`src/rtl/async_fifo_pkg.sv`:
```
// Shared helpers for the async FIFO pointer blocks (read and write side).
// Gray/binary conversion is width-agnostic: callers zero-extend in and truncate out.
package async_fifo_pkg;

   localparam int GRAY_FN_W = 32;

   typedef logic [GRAY_FN_W-1:0] gray_word_t;

   // Encoding of {push, pop} presented to the 2-entry output buffer.
   typedef enum logic [1:0] {
      OP_IDLE = 2'b00,
      OP_POP  = 2'b01,
      OP_PUSH = 2'b10,
      OP_BOTH = 2'b11
   } skid_op_e;

   function automatic gray_word_t bin2gray(input gray_word_t b);
      return b ^ (b >> 1);
   endfunction

   // Leading zeros in the extended input leave the low bits of the result exact.
   function automatic gray_word_t gray2bin(input gray_word_t g);
      gray_word_t b;
      b = '0;
      for (int i = 0; i < GRAY_FN_W; i++) begin
         b[i] = ^(g >> i);
      end
      return b;
   endfunction

endpackage

```
`src/rtl/rd_skid2.sv`:
```
// Two-entry FIFO buffer feeding the first-word-fall-through stream.
// Head is the presented word; tail holds the next one. Caller never pushes into a full buffer.
module rd_skid2
   import async_fifo_pkg::*;
#(
   parameter int DATASIZE = 8
) (
   input  logic                rclk,
   input  logic                rrst_n,
   input  logic                push_i,
   input  logic [DATASIZE-1:0] data_i,
   input  logic                pop_i,
   output logic                valid_o,
   output logic [DATASIZE-1:0] data_o,
   output logic [1:0]          cnt_o
);

   logic [DATASIZE-1:0] head_q, head_d;
   logic [DATASIZE-1:0] tail_q, tail_d;
   logic [1:0]          cnt_q, cnt_d;
   skid_op_e            op;

   always_comb begin
      head_d = head_q;
      tail_d = tail_q;
      cnt_d  = cnt_q;
      op     = skid_op_e'({push_i, pop_i});
      case (op)
         OP_PUSH: begin
            if (cnt_q == 2'd0) head_d = data_i;
            else               tail_d = data_i;
            cnt_d = cnt_q + 2'd1;
         end
         OP_POP: begin
            head_d = tail_q;
            cnt_d  = cnt_q - 2'd1;
         end
         OP_BOTH: begin
            // With one entry the incoming word becomes head directly; with two it queues behind.
            if (cnt_q == 2'd1) begin
               head_d = data_i;
            end else begin
               head_d = tail_q;
               tail_d = data_i;
            end
         end
         default: ;
      endcase
   end

   always_ff @(posedge rclk or negedge rrst_n) begin
      if (!rrst_n) begin
         head_q <= '0;
         tail_q <= '0;
         cnt_q  <= 2'd0;
      end else begin
         head_q <= head_d;
         tail_q <= tail_d;
         cnt_q  <= cnt_d;
      end
   end

   assign valid_o = (cnt_q != 2'd0);
   assign data_o  = head_q;
   assign cnt_o   = cnt_q;

endmodule

```
`src/rtl/rd_stream_fwft.sv`:
```
// Read-side front end of the async FIFO: read pointer, empty/level flags, RAM read port
// and a first-word-fall-through valid/ready output through a 2-entry buffer.
module rd_stream_fwft
   import async_fifo_pkg::*;
#(
   parameter int ADDRSIZE = 4,
   parameter int DATASIZE = 8
) (
   input  logic                rclk,
   input  logic                rrst_n,
   input  logic [ADDRSIZE:0]   rq2_wptr,
   output logic [ADDRSIZE:0]   rptr,
   output logic [ADDRSIZE-1:0] raddr,
   output logic                ren,
   input  logic [DATASIZE-1:0] rdata_mem,
   output logic                rempty,
   output logic [ADDRSIZE:0]   rlevel,
   output logic                m_valid,
   input  logic                m_ready,
   output logic [DATASIZE-1:0] m_data,
   output logic [1:0]          dbg_cnt_o,
   output logic                dbg_inflight_o
);

   localparam int PW = ADDRSIZE + 1;

   // Stream handshake: a word moves when m_valid & m_ready on a rising rclk edge;
   // m_valid never drops and m_data never changes while m_valid & ~m_ready.

   logic [PW-1:0] rbin_q, rbin_d;
   logic [PW-1:0] rptr_q, rgray_d;
   logic [PW-1:0] rlevel_q, rlevel_d;
   logic          rempty_q, rempty_d;
   logic          inflight_q;
   logic [1:0]    cnt;
   logic          pop;
   logic [2:0]    slots;

   assign pop = m_valid & m_ready;

   // Free buffer places once in-flight words land; only fetch when one is guaranteed.
   assign slots = 3'd2 - {1'b0, cnt} - {2'b0, inflight_q} + {2'b0, pop};
   assign ren   = ~rempty_q & (slots != 3'd0);

   assign rbin_d   = rbin_q + PW'(ren);
   assign rgray_d  = PW'(bin2gray(gray_word_t'(rbin_d)));
   assign rempty_d = (rgray_d == rq2_wptr);
   assign rlevel_d = PW'(gray2bin(gray_word_t'(rq2_wptr))) - rbin_d;

   always_ff @(posedge rclk or negedge rrst_n) begin
      if (!rrst_n) begin
         rbin_q     <= '0;
         rptr_q     <= '0;
         rempty_q   <= 1'b1;
         rlevel_q   <= '0;
         inflight_q <= 1'b0;
      end else begin
         rbin_q     <= rbin_d;
         rptr_q     <= rgray_d;
         rempty_q   <= rempty_d;
         rlevel_q   <= rlevel_d;
         inflight_q <= ren;
      end
   end

   // A word read last cycle is on rdata_mem now and goes straight into the buffer.
   rd_skid2 #(
      .DATASIZE (DATASIZE)
   ) u_skid (
      .rclk    (rclk),
      .rrst_n  (rrst_n),
      .push_i  (inflight_q),
      .data_i  (rdata_mem),
      .pop_i   (pop),
      .valid_o (m_valid),
      .data_o  (m_data),
      .cnt_o   (cnt)
   );

   assign rptr           = rptr_q;
   assign raddr          = rbin_q[ADDRSIZE-1:0];
   assign rempty         = rempty_q;
   assign rlevel         = rlevel_q;
   assign dbg_cnt_o      = cnt;
   assign dbg_inflight_o = inflight_q;

endmodule
```
`config.mk`:
```
export PLATFORM = sky130hd
export DESIGN_NAME = rd_stream_fwft
export DESIGN_NICKNAME = d
export VERILOG_FILES = /design/src/rtl/async_fifo_pkg.sv /design/src/rtl/rd_skid2.sv /design/src/rtl/rd_stream_fwft.sv
export SDC_FILE = /design/constraint.sdc
export NUM_CORES = 1
export LEC_CHECK = 0
export ABC_AREA = 1
export BUFFER_PORTS_ARGS = -buffer_cell sky130_fd_sc_hd__buf_4
export CAP_MARGIN = 10
export CELL_PAD_IN_SITES_DETAIL_PLACEMENT = 1
export CELL_PAD_IN_SITES_GLOBAL_PLACEMENT = 2
export CORE_ASPECT_RATIO = 1.2
export CORE_MARGIN = 2
export CORE_UTILIZATION = 32
export DETAILED_ROUTE_END_ITERATION = 16
export PLACE_DENSITY_LB_ADDON = 0.1
export SETUP_SLACK_MARGIN = 0.4
export SLEW_MARGIN = 20
export SYNTH_ARGS = -nofsm -noshare
export SYNTH_HDL_FRONTEND = slang
export SYNTH_SLANG_ARGS = --single-unit
```
`constraint.sdc`:
```
create_clock -name rclk -period 3.7 [get_ports rclk]
set_input_delay 0.37 -clock rclk [delete_from_list [all_inputs] [get_ports rclk]]
set_output_delay 0.37 -clock rclk [all_outputs]
set_load 0.05 [all_outputs]
```
==> impl_metrics.ini <==
[floorplanning]
die-area_mm2 = 0.00624
initial_utilization_pct = 33.5
ioPinCount = 44
fp.dieW_um = 72.5
num_rows = 29
fp.coreArea_mm2 = 0.00537
die_y_um = 86.1

[route]
drc_errors = 0
avgRoutedWirePerCell_um = 14.3
routed_wl_um = 4370
drtAntennaViolNets = 0
avgViaCountPerCell = 4.75
first_pass_iters = 4
vias = 1448
drtIter0Drc = 59

[synth]
synth.distinct_cells = 25
syn_area_mm2 = 0.00180
ys_ff_latch = 34
synth_warnings = 0
synth.avg_cell_area_um2 = 9.32
syn-instance-count = 193
yosysTopAreaCellShare_pct = 45.9
synthTopCellsByArea = dfrtp_1, nand2_1, ha_1, inv_1, mux2_2
synth_top_area_cell = dfrtp_1
syn-num-nets = 223
ys_seq_area_share_pct = 47.4

[sta]
worst_pin_slew_ns = 0.737
tns_ns = 0
rsz0062_at_grt = no
finalClockSkew_ns = 0.00179
drv_slew = 0
fmax_mhz = 327
timing.final.crit_share_pct = 82.7
finalSetupViolations = 0
hold_viol = 0
slew_headroom_pct = 50.8
fin_crit_ns = 3.06

[layout]
final_common_cell = buf_4
diodes = 0
nFillCells = 626
finalNetCount = 272
area_delta_synth_final_pct = 32.9
layout_common_cells = buf_4, nand2_1, inv_1
drive_above_1_share_pct = 33.3

[clock_tree]
cts_buffers = 5
cts_max_path_buffers = 2
cts_sinks = 34
cts_tree = done
postCtsSetupBuffers = 0
cts_hold_buf = 0
htreeDepth = 2
clkLatencyLatePin_ns = 0.28
clockRootBuffer = clkbuf_8
clkTransAtPathRegs_ns = 0.07
post_cts_resized = 0

[setup_path]
path_class = reg2reg
cp-start-kind = register
cp_max_fo = 5
critPathRequiredTime_ns = 3.89
critPathArrivalTime_ns = 3.26
worstSetupEndpointType = register

[global_routing]
grt_usage_pct = 15.8
grt_pass1_wl_um = 7590
antenna_found_initial = 0
grt_pass1_vias = 1618
overflow = 0
grt_max_degree = 35

[place]
io_buffers = 43
finalWeightedCongestion = 0.721
place_hpwl_um = 3460

[run]
maxCapViolCount = 0

[hold_path]
min_path_type = in2async

[outcome]
outcome = completed
==> sequential cells by signal, indices dropped and copies added, names as in the netlist <==
signal	cells
rbin_q	5
rempty	1
rptr	4
u_skid.data_o	8
dbg_inflight_o	1
u_skid.cnt_o	2
rlevel	5
u_skid.tail_q	8
==> synthesized netlist by cell type <==
cell      instances
o21a_1            1
nand3_1           9
dfstp_2           1
fa_1              2
xor2_2            2
nand2_1          45
o22ai_1           8
o21ai_2           1
buf_2             1
xnor2_1           4
nand2_2           1
xor2_1            4
dfrtp_1          33
ha_1             12
nand3b_1          2
buf_4             1
o211ai_1          1
a21oi_1           2
o21ai_0          10
a211oi_1          1
nand4_1           3
mux2_2            8
inv_1            37
a31oi_1           1
nor2_1            3
==> worst max-delay path: stages, from the launching register on <==
cell and delay [ns]:
dfrtp_2 0.43, inv_2 0.07, ha_4 0.17, clkinvlp_4 0.10, nand2_4 0.08, fa_2 0.40
ha_4 0.23, a31oi_4 0.18, ha_4 0.20, ha_4 0.16, inv_2 0.04, nand2_2 0.07
nand2_2 0.10, ha_4 0.31, nand2_1 0.07, o21ai_1 0.16, xor2_1 0.20
==> logic make-up after synthesis <==
| logic type | Yosys count | synth area share (%) |
|---|---|---|
| simple gates | 63 | 14.7 |
| buf+inv | 39 | 8.41 |
| flops | 34 | 47.4 |
| compound gates | 25 | 8.21 |
| fa+ha+maj | 14 | 10.6 |
| xor+xnor | 10 | 5.70 |
| mux | 8 | 5.01 |
==> path summary, 6_finish.rpt <==
check / startpoint / end / slack (ns) / cells after the start
max in group asynchronous: rrst_n / rempty$_DFF_PN1_ / 3.32 / 1
min in group rclk: rq2_wptr[3] / rempty$_DFF_PN1_ / 0.37 / 4
max reg2reg: u_skid.cnt_o[1]$_DFFE_PN0P_ / rlevel[3]$_DFF_PN0_ / 0.64 / 16
max: u_skid.cnt_o[1]$_DFFE_PN0P_ / rlevel[3]$_DFF_PN0_ / 0.64 / 16
min reg2reg: u_skid.tail_q[7]$_DFFE_PN0P_ / u_skid.tail_q[7]$_DFFE_PN0P_ / 0.49 / 2
min: rrst_n / u_skid.data_o[4]$_DFFE_PN0P_ / 0.03 / 1
==> final cells by class <==
cell class	count	area [um^2]	area share [%]
inverter	37	143	5.97
sequential	34	855	35.7
clock buffer	7	86.3	3.61
timing repair buffer	44	330	13.8
tap	62	77.6	3.24
clock inverter	1	5.00	0.209
multi-input combinational	120	895	37.4
==> stage by stage <==
stage | utilization (%) | cells | hold WS [ns] | area, um^2 | setup slack, ns
floorplan | - | 193 | 0.0744 | 1900 | 0.205
global placement | 42.8 | 297 | 0.346 | 2300 | 0.755
detailed placement | 42.8 | 297 | 0.354 | 2300 | 0.637
CTS | 44.5 | 305 | 0.0408 | 2390 | 0.610
global route | 44.5 | 305 | 0.0560 | 2390 | 0.459
finish | 44.5 | 305 | 0.0319 | 2390 | 0.639
==> routing by layer <==
layer  track usage, %  vias to the layer above  wire [um]
li1                 -                      711          -
met1             17.7                      702       1760
met2             29.2                       28       2410
met3             2.94                        7        118
met4             6.06                        0         82
met5                0                        -          0
Power is not shown: default switching activity piles up to over one toggle a cycle in this logic, so the estimate is an artifact.
